$ cat src/rtl/hazard_ctrl_pkg.sv
// Shared definitions for the hazard controller: forwarding source codes,
// the "operand unused" marker and the per-stage pipeline record.
package hazard_ctrl_pkg;

  localparam logic [1:0] FWD_RF    = 2'b00;
  localparam logic [1:0] FWD_E     = 2'b01;
  localparam logic [1:0] FWD_M     = 2'b10;
  localparam logic [1:0] FWD_W     = 2'b11;
  localparam logic [1:0] TUSE_NONE = 2'd3;

  // What the controller remembers about an instruction in E, M or W
  typedef struct packed {
    logic [4:0] waddr;
    logic [1:0] tnew;
    logic [4:0] rs;
    logic [4:0] rt;
  } stage_rec_t;

  localparam stage_rec_t STAGE_BUBBLE = '0;

  // One stage of progress brings a result one cycle closer, never below zero
  function automatic logic [1:0] decSat(input logic [1:0] t);
    return (t == 2'd0) ? 2'd0 : t - 2'd1;
  endfunction

  // A D-stage operand must wait if the producer in rec cannot deliver in time
  function automatic logic operandStalls(input logic [4:0] src,
                                         input logic [1:0] tuse,
                                         input stage_rec_t rec);
    return (tuse != TUSE_NONE) && (src != 5'd0) &&
           (src == rec.waddr) && (tuse < rec.tnew);
  endfunction

endpackage

$ cat src/rtl/hazard_ctrl_fwd_sel.sv
// Priority forwarding selector for one operand. Candidates are ordered
// nearest-first (index 0); the nearest address hit owns the decision even
// when its result is not ready yet, so an older stale copy is never used.
module hazard_fwd_sel
  import hazard_ctrl_pkg::*;
(
  input  logic [4:0]      src_i,
  input  logic [2:0][4:0] candWaddr_i,
  input  logic [2:0][1:0] candTnew_i,
  input  logic [2:0][1:0] candCode_i,
  input  logic [2:0]      candEn_i,
  output logic [1:0]      fwd_o
);

  logic matched;

  // Scan candidates nearest-first; the first hit decides, ready or not
  always_comb begin
    fwd_o   = FWD_RF;
    matched = 1'b0;
    for (int i = 0; i < 3; i++) begin
      if (!matched && candEn_i[i] && (src_i != 5'd0) &&
          (candWaddr_i[i] == src_i)) begin
        matched = 1'b1;
        if (candTnew_i[i] == 2'd0) begin
          fwd_o = candCode_i[i];
        end
      end
    end
  end

endmodule

$ cat src/rtl/hazard_ctrl.sv
// Pipeline hazard controller: tracks E/M/W destination records, raises a
// stall when a D-stage operand cannot be forwarded in time, and selects the
// forwarding source for the D, E and M stage consumers.
module hazard_ctrl
  import hazard_ctrl_pkg::*;
(
  input  logic        clk,
  input  logic        reset,
  input  logic [4:0]  rs_d,
  input  logic [4:0]  rt_d,
  input  logic [1:0]  tuse_rs,
  input  logic [1:0]  tuse_rt,
  input  logic [1:0]  tnew_d,
  input  logic [4:0]  waddr_d,
  output logic        stall,
  output logic [1:0]  fwd_rs_d,
  output logic [1:0]  fwd_rt_d,
  output logic [1:0]  fwd_rs_e,
  output logic [1:0]  fwd_rt_e,
  output logic        fwd_rt_m,
  output logic [15:0] stall_cnt
);

  stage_rec_t  stageE_q, stageE_d;
  stage_rec_t  stageM_q, stageM_d;
  stage_rec_t  stageW_q, stageW_d;
  logic [15:0] stallCnt_q, stallCnt_d;

  logic        rsStall, rtStall;
  logic [1:0]  rsDSel, rtDSel, rsESel, rtESel, rtMSel;
  logic        unusedOperandFields;

  // Operand fields of M.rs and W are kept for record uniformity only
  assign unusedOperandFields = ^{stageM_q.rs, stageW_q.rs, stageW_q.rt};

  assign rsStall = operandStalls(rs_d, tuse_rs, stageE_q) ||
                   operandStalls(rs_d, tuse_rs, stageM_q);
  assign rtStall = operandStalls(rt_d, tuse_rt, stageE_q) ||
                   operandStalls(rt_d, tuse_rt, stageM_q);

  hazard_fwd_sel uFwdRsD (
    .src_i      (rs_d),
    .candWaddr_i({stageW_q.waddr, stageM_q.waddr, stageE_q.waddr}),
    .candTnew_i ({stageW_q.tnew, stageM_q.tnew, stageE_q.tnew}),
    .candCode_i ({FWD_W, FWD_M, FWD_E}),
    .candEn_i   (3'b111),
    .fwd_o      (rsDSel)
  );

  hazard_fwd_sel uFwdRtD (
    .src_i      (rt_d),
    .candWaddr_i({stageW_q.waddr, stageM_q.waddr, stageE_q.waddr}),
    .candTnew_i ({stageW_q.tnew, stageM_q.tnew, stageE_q.tnew}),
    .candCode_i ({FWD_W, FWD_M, FWD_E}),
    .candEn_i   (3'b111),
    .fwd_o      (rtDSel)
  );

  hazard_fwd_sel uFwdRsE (
    .src_i      (stageE_q.rs),
    .candWaddr_i({5'd0, stageW_q.waddr, stageM_q.waddr}),
    .candTnew_i ({2'd0, stageW_q.tnew, stageM_q.tnew}),
    .candCode_i ({FWD_RF, FWD_W, FWD_M}),
    .candEn_i   (3'b011),
    .fwd_o      (rsESel)
  );

  hazard_fwd_sel uFwdRtE (
    .src_i      (stageE_q.rt),
    .candWaddr_i({5'd0, stageW_q.waddr, stageM_q.waddr}),
    .candTnew_i ({2'd0, stageW_q.tnew, stageM_q.tnew}),
    .candCode_i ({FWD_RF, FWD_W, FWD_M}),
    .candEn_i   (3'b011),
    .fwd_o      (rtESel)
  );

  hazard_fwd_sel uFwdRtM (
    .src_i      (stageM_q.rt),
    .candWaddr_i({5'd0, 5'd0, stageW_q.waddr}),
    .candTnew_i ({2'd0, 2'd0, stageW_q.tnew}),
    .candCode_i ({FWD_RF, FWD_RF, FWD_W}),
    .candEn_i   (3'b001),
    .fwd_o      (rtMSel)
  );

  // Outputs are forced quiet while reset is held, independent of D inputs
  always_comb begin
    stall    = reset & (rsStall | rtStall);
    fwd_rs_d = reset ? rsDSel : FWD_RF;
    fwd_rt_d = reset ? rtDSel : FWD_RF;
    fwd_rs_e = reset ? rsESel : FWD_RF;
    fwd_rt_e = reset ? rtESel : FWD_RF;
    fwd_rt_m = reset & (rtMSel == FWD_W);
  end

  assign stall_cnt = stallCnt_q;

  // Next-state: bubble into E on stall, M and W always advance and age
  always_comb begin
    stageE_d = STAGE_BUBBLE;
    if (!stall) begin
      stageE_d.waddr = waddr_d;
      stageE_d.tnew  = decSat(tnew_d);
      stageE_d.rs    = rs_d;
      stageE_d.rt    = rt_d;
    end
    stageM_d      = stageE_q;
    stageM_d.tnew = decSat(stageE_q.tnew);
    stageW_d      = stageM_q;
    stageW_d.tnew = decSat(stageM_q.tnew);
    stallCnt_d    = stallCnt_q;
    if (stall && (stallCnt_q != 16'hFFFF)) begin
      stallCnt_d = stallCnt_q + 16'd1;
    end
  end

  // Stage records and stall counter, cleared asynchronously by reset low
  always_ff @(posedge clk or negedge reset) begin
    if (!reset) begin
      stageE_q   <= STAGE_BUBBLE;
      stageM_q   <= STAGE_BUBBLE;
      stageW_q   <= STAGE_BUBBLE;
      stallCnt_q <= 16'd0;
    end else begin
      stageE_q   <= stageE_d;
      stageM_q   <= stageM_d;
      stageW_q   <= stageW_d;
      stallCnt_q <= stallCnt_d;
    end
  end

endmodule
$ cat config.mk
export PLATFORM = sky130hd
export DESIGN_NAME = hazard_ctrl
export DESIGN_NICKNAME = d
export VERILOG_FILES = /design/src/rtl/hazard_ctrl_pkg.sv /design/src/rtl/hazard_ctrl_fwd_sel.sv /design/src/rtl/hazard_ctrl.sv
export SDC_FILE = /design/constraint.sdc
export NUM_CORES = 1
export LEC_CHECK = 0
export CORE_UTILIZATION = 56
export DETAILED_ROUTE_END_ITERATION = 8
export HOLD_SLACK_MARGIN = 0.12
export PLACE_DENSITY_LB_ADDON = 0.2
export SYNTH_ARGS = -nofsm -noshare
export SYNTH_HDL_FRONTEND = slang
export SYNTH_HIERARCHICAL = 1
export SYNTH_SLANG_ARGS = --single-unit
$ cat constraint.sdc
create_clock -name clk -period 3.1 [get_ports clk]
set_input_delay 0.775 -clock clk [delete_from_list [all_inputs] [get_ports clk]]
set_output_delay 0.775 -clock clk [all_outputs]
set_load 0.005 [all_outputs]
Yosys cells after proc, flatten, opt, wreduce, memory -nomap -nowiden

Index checks and enable logic that the tools add are counted.
Widths: inputs -> output; s select.

$add $sub $neg: 4
Multipliers: 0
Div/mod/pow operators: 0
Order comparisons: 4
Eq/ne operators: 19
Shift-type cells: 0
Muxes and demuxes: 34
Bitwise logic cells: 3
Reductions and logical operators: 45

Operator list:

| operator              | number |
|---|---|
| $eq 5x5->1            | 15 |
| $mux 2                | 25 |
| $logic_and 1x1->1     | 28 |
| $reduce_bool 5->1     | 5 |
| $mux 17               | 1 |
| $add 16x1->16 const B | 1 |
| $ne 16x16->1 const B  | 1 |
| $logic_not 2->1       | 4 |
| $lt 2x2->1            | 4 |
| $mux 1                | 8 |
| $logic_not 1->1       | 6 |
| $sub 2x1->2 const B   | 3 |
| $ne 2x2->1 const B    | 2 |
| $and 1x1->1           | 2 |
| $eq 2x2->1 const B    | 1 |
| $logic_or 1x1->1      | 2 |
| $or 1x1->1            | 1 |

Register bits after elaboration: 52
Bits in latches: 0
RAM bits: 0
ROM bits: 0
Bits of input ports: 23
Output and inout bits: 26
Word-level logic and storage cells: 119
Memories: 0

Longest topological paths before layout

Depth after elaboration: 12
Gate-level depth with buffers: 9
Gate-level depth less buffers: 8

Cells and area by module

The synthesis kept the hierarchy.

By module, submodules not included:

| module         | instances | cells an instance | area an instance (um^2) | seq. area each (um^2) |
|---|---|---|---|---|
| hazard_ctrl    | 1         | 194               | 2309.7                  | 1301.2 |
| hazard_fwd_sel | 5         | 38                | 297.8                   | 0.0 |

Worst setup path before layout

OpenSTA, ideal clock, no wires.

Path kind: input to output
Start point: in tuse_rs[1]
End point: out stall
Arrival: 1980 ps
Data required time: 2325 ps
Path slack: 345 ps
Stages on the path: 7
Path buffers: 1
Cell sequence: ha_1 a2111oi_4 nand4_1 a21oi_2 nor2_2 clkbuf_1 inv_1

Longest elaborated chain between the ends: 7
Elaborated cells between the ends (all ways): 11
Those cells by class: order compare (2); eq/ne (1); bitwise (2); reduce/logical (6)

RTL lines:

| item                            | RTL line              | text |
|---|---|---|
| start: declaration              | hazard_ctrl.sv:11     | `input logic [1:0] tuse_rs,` |
| $ne 2x2->1                      | hazard_ctrl_pkg.sv:30 | `return (tuse != TUSE_NONE) && (src != 5'd0) &&` |
| $logic_and 1x1->1 (2 in series) | hazard_ctrl_pkg.sv:30 |  |
| $logic_and 1x1->1               | hazard_ctrl_pkg.sv:31 | `(src == rec.waddr) && (tuse < rec.tnew);` |
| $logic_or 1x1->1 *              | hazard_ctrl.sv:36     | `assign rsStall = operandStalls(rs_d, tuse_rs, stageE_q) \|\|` |
| $or 1x1->1 *                    | hazard_ctrl.sv:88     | `stall = reset & (rsStall \| rtStall);` |
| $and 1x1->1 *                   | hazard_ctrl.sv:88     |  |
| end: declaration                | hazard_ctrl.sv:15     | `output logic stall,` |

Every way passes the cells marked *; elsewhere a longest branch is shown, timed or not.

Final worst setup path

Start point: in rs_d[4]
End point: out fwd_rs_d[1]

Longest elaborated chain between the ends: 12
Elaborated cells between the ends (all ways): 17
Those cells by class: eq/ne (3); mux (6); reduce/logical (8)

RTL lines:

| item                                            | RTL line                                             | text |
|---|---|---|
| start: declaration                              | hazard_ctrl.sv:9                                     | `input logic [4:0] rs_d,` |
| $eq 5x5->1 or $reduce_bool 5->1 (tied branches) | hazard_ctrl_fwd_sel.sv:23, hazard_ctrl_fwd_sel.sv:22 |  |
| $logic_and 1x1->1                               | hazard_ctrl_fwd_sel.sv:22                            | `if (!matched && candEn_i[i] && (src_i != 5'd0) &&` |
| $mux 1                                          | hazard_ctrl_fwd_sel.sv:22                            |  |
| $logic_not 1->1                                 | hazard_ctrl_fwd_sel.sv:22                            |  |
| $logic_and 1x1->1 (2 in series)                 | hazard_ctrl_fwd_sel.sv:22                            |  |
| $mux 1                                          | hazard_ctrl_fwd_sel.sv:22                            |  |
| $logic_not 1->1                                 | hazard_ctrl_fwd_sel.sv:22                            |  |
| $logic_and 1x1->1 (2 in series)                 | hazard_ctrl_fwd_sel.sv:22                            |  |
| $mux 2 *                                        | hazard_ctrl_fwd_sel.sv:22                            |  |
| via rsDSel[1]                                   | hazard_ctrl.sv:30                                    | `logic [1:0] rsDSel, rtDSel, rsESel, rtESel, rtMSel;` |
| $mux 2 *                                        | hazard_ctrl.sv:89                                    | `fwd_rs_d = reset ? rsDSel : FWD_RF;` |
| end: declaration                                | hazard_ctrl.sv:16                                    | `output logic [1:0] fwd_rs_d,` |

The timed path passes the listed nets; every way through them passes the cells marked *.

==> flow_summary.ini <==
[synth]
yosysSeqAreaShare_pct = 34.3
synth-edff-count = 0
syn-instance-count = 384
yosys_warnings = 6
synthArstFlopShare_pct = 100
synth_area_leaders = dfrtp_1 (34%), xnor2_1 (14%), xor2_1 (9.9%)
syn-cell-area_mm2 = 0.00380
syn_area_per_cell_um2 = 9.89
ys_dominant_reg_cell = dfrtp_1
synth_top_area_share_pct = 34.3
yosys.area.top_type = dfrtp_1
yosys_register_bits = 52
ys_types = 40

[cts]
cts_hold_buf = 0
clkTransAtPathRegs_ps = 100
clock_latency_ps = 320
cts_root_buf = clkbuf_8
cts.htree.levels = 2
clock-sinks = 52
clk_path_buf_depth = 2
cts_tree = done
numCtsBuffers = 5

[power]
intPower_mw = 1.17
pwr_density_cell_mw_per_mm2 = 317
combPwrFrac_pct = 29.9
power_mw = 1.73
power_frac_clock_pct = 24.4
power.net_switching_uw = 564
peakVddDrop_uv = 349
swShare_pct = 32.6
pwr-share-seq_pct = 45.7
leakage_nw = 2.46

[global_routing]
grt_pass1_wl_mm = 19.1
grt_pass1_vias = 3878
antenna_found_initial = 0
grt_util_all_layers_pct = 34.7
grt_max_degree = 47
grt_overflow = 0

[run_status]
status = finished, violations left
failed_checks = design-rule violations, negative setup slack

[layout]
areaGrowthSynthToFinish_pct = 43.5
nets = 611
fin_cells = 661
n_antenna_cell = 0
layout-drive-gt1-share_pct = 32.0
mostFrequentLayoutCell = buf_4
layout_common_cells = buf_4 (78), conb_1 (73), xnor2_1 (52), xor2_1 (41), dfrtp_1 (37)

[route]
drtAntennaViolNets = 0
drt_first_pass_iters = 7
wirelength_mm = 12.3
vias = 3761
drtIter0Drc = 340
viasPerCell = 5.69
wl_per_cell_um = 18.7
drc_errors = 2

[die]
initial_utilization_pct = 58.8
core_mm2 = 0.00646
row_count = 29
pin_count = 49
die_h_um = 84.4
dieWidth_um = 84.4
die-area_mm2 = 0.00712

[sta]
fin_skew_ps = 12.0
hold_violations = 0
fin_crit_ps = 3130
finalMaxSlewViolations = 0
fmax_mhz = 319
finalCritPeriodShare_pct = 101
finalSetupViolCount = 1
fin_ws_ps = -31.3
grt_setup_unrepaired = yes

[setup_path]
end_kind = output port
slowest_stage = or4_4
arrival_ps = 2360
worstSetupPathType = in2out
cp.required_ps = 2320
worstPathMaxFanout = 3
crit_chain = buf_4 -> or4_4 -> o211ai_1 -> buf_4 -> or2_4 -> a31oi_2 -> and2_1 -> buf_2
crit_buf_inv = 3
cpPeakStageDelay_ps = 530
crit_top_cell = buf_4
path_delay_family = simple AND/OR/NAND/NOR gates
crit_path_start_kind = input pin

[place]
dp.cells = 614
gp_congestion = 0.966
pre_cts_slack_ps = -731
io_buffers = 48
hpwl_mm = 7.27

[flow_run]
cap_violations = 0

[min_path]
hold_path.class = reg2reg
## flip-flops by register name, indices dropped and copies added (netlist names)
| signal | flops |
|---|---|
| stall_cnt | 16 |
| stageE_q | 17 |
| stageW_q | 7 |
| stageM_q | 12 |
## synth_stat cells (8+ instances only)
master     instances
inv_1             19
dfrtp_1           52
and2_1            17
nand3_1            8
a211oi_1          10
xor2_1            43
a31oi_1           10
o2111ai_1         10
nor2_1            24
nand2_1           11
xnor2_1           61
nor4_1            10
nand4_1           10
or4_1             17
## stage by stage
stage / cell area, µm² / hold slack, ps / util [%] / setup TNS [ps]
3_5_place_dp: 4890 / 485 / 75.6 / -5180
4_1_cts: 5340 / 462 / 82.7 / 0
5_1_grt: 5450 / 487 / 84.4 / -117
6_report: 5450 / 473 / 84.4 / -31.3
3_3_place_gp: 4890 / 478 / 75.6 / -3800
2_1_floorplan: 4070 / 374 / - / 0
## per-layer routing
metal / GRT usage (%) / vias up / routed length, µm
met5: 0 / - / 0
met2: 61.3 / 203 / 6280
met1: 41.7 / 1819 / 4740
met3: 6.39 / 56 / 805
li1: - / 1683 / -
met4: 15.1 / 0 / 515
## area by class of cell
cell class	count	area [µm²]
flip-flops and latches	52	1320
clock buffers	6	82.6
multi-input cells	375	2810
repair buffers	130	1050
fillers	354	1010
well taps	77	96.3
clock inverters	2	15.0
inverters	19	71.3
## final timing paths
| path | slack, ps | depth (start not counted) | end | from |
|---|---|---|---|---|
| max | -30 | 8 | fwd_rs_d[1] | rs_d[4] |
| min | 470 | 0 | stageM_q[4] | stageE_q[4] |
| max reg2reg | 360 | 11 | stall_cnt[13] | stageM_q[11] |
| min reg2reg | 470 | 0 | stageM_q[4] | stageE_q[4] |
| max in group asynchronous | 2350 | 2 | stageM_q[16] | reset |
| min in group asynchronous | 510 | 2 | stall_cnt[7] | reset |
## power groups by stage
stage	clock [mW]	combinational, mW	sequential (mW)
final	0.422	0.518	0.791
after global routing	0.451	0.553	0.795
after CTS	0.408	0.461	0.787
after detailed placement	0	0.394	0.804
after global placement	0	0.379	0.802
after floorplan	0	0.237	0.785
## kinds of logic after synthesis
family	count (synthesis)	synth area share, %
adder cells (fa/ha/maj)	5	1.65
multiplexers	2	0.560
other	2	0.198
AO/OA/AOI/OAI	54	11.4
AND/OR/NAND/NOR	132	21.7
buffers and inverters	28	4.15
XOR/XNOR	109	26.1
flip-flops	52	34.3
## what timing repair did
action	in CTS	in global routing
setup endpoints to repair	10	9
setup buffers	36	5
pin swaps	42	28
resized for setup	104	37
Power figures use the tool's default switching activity.
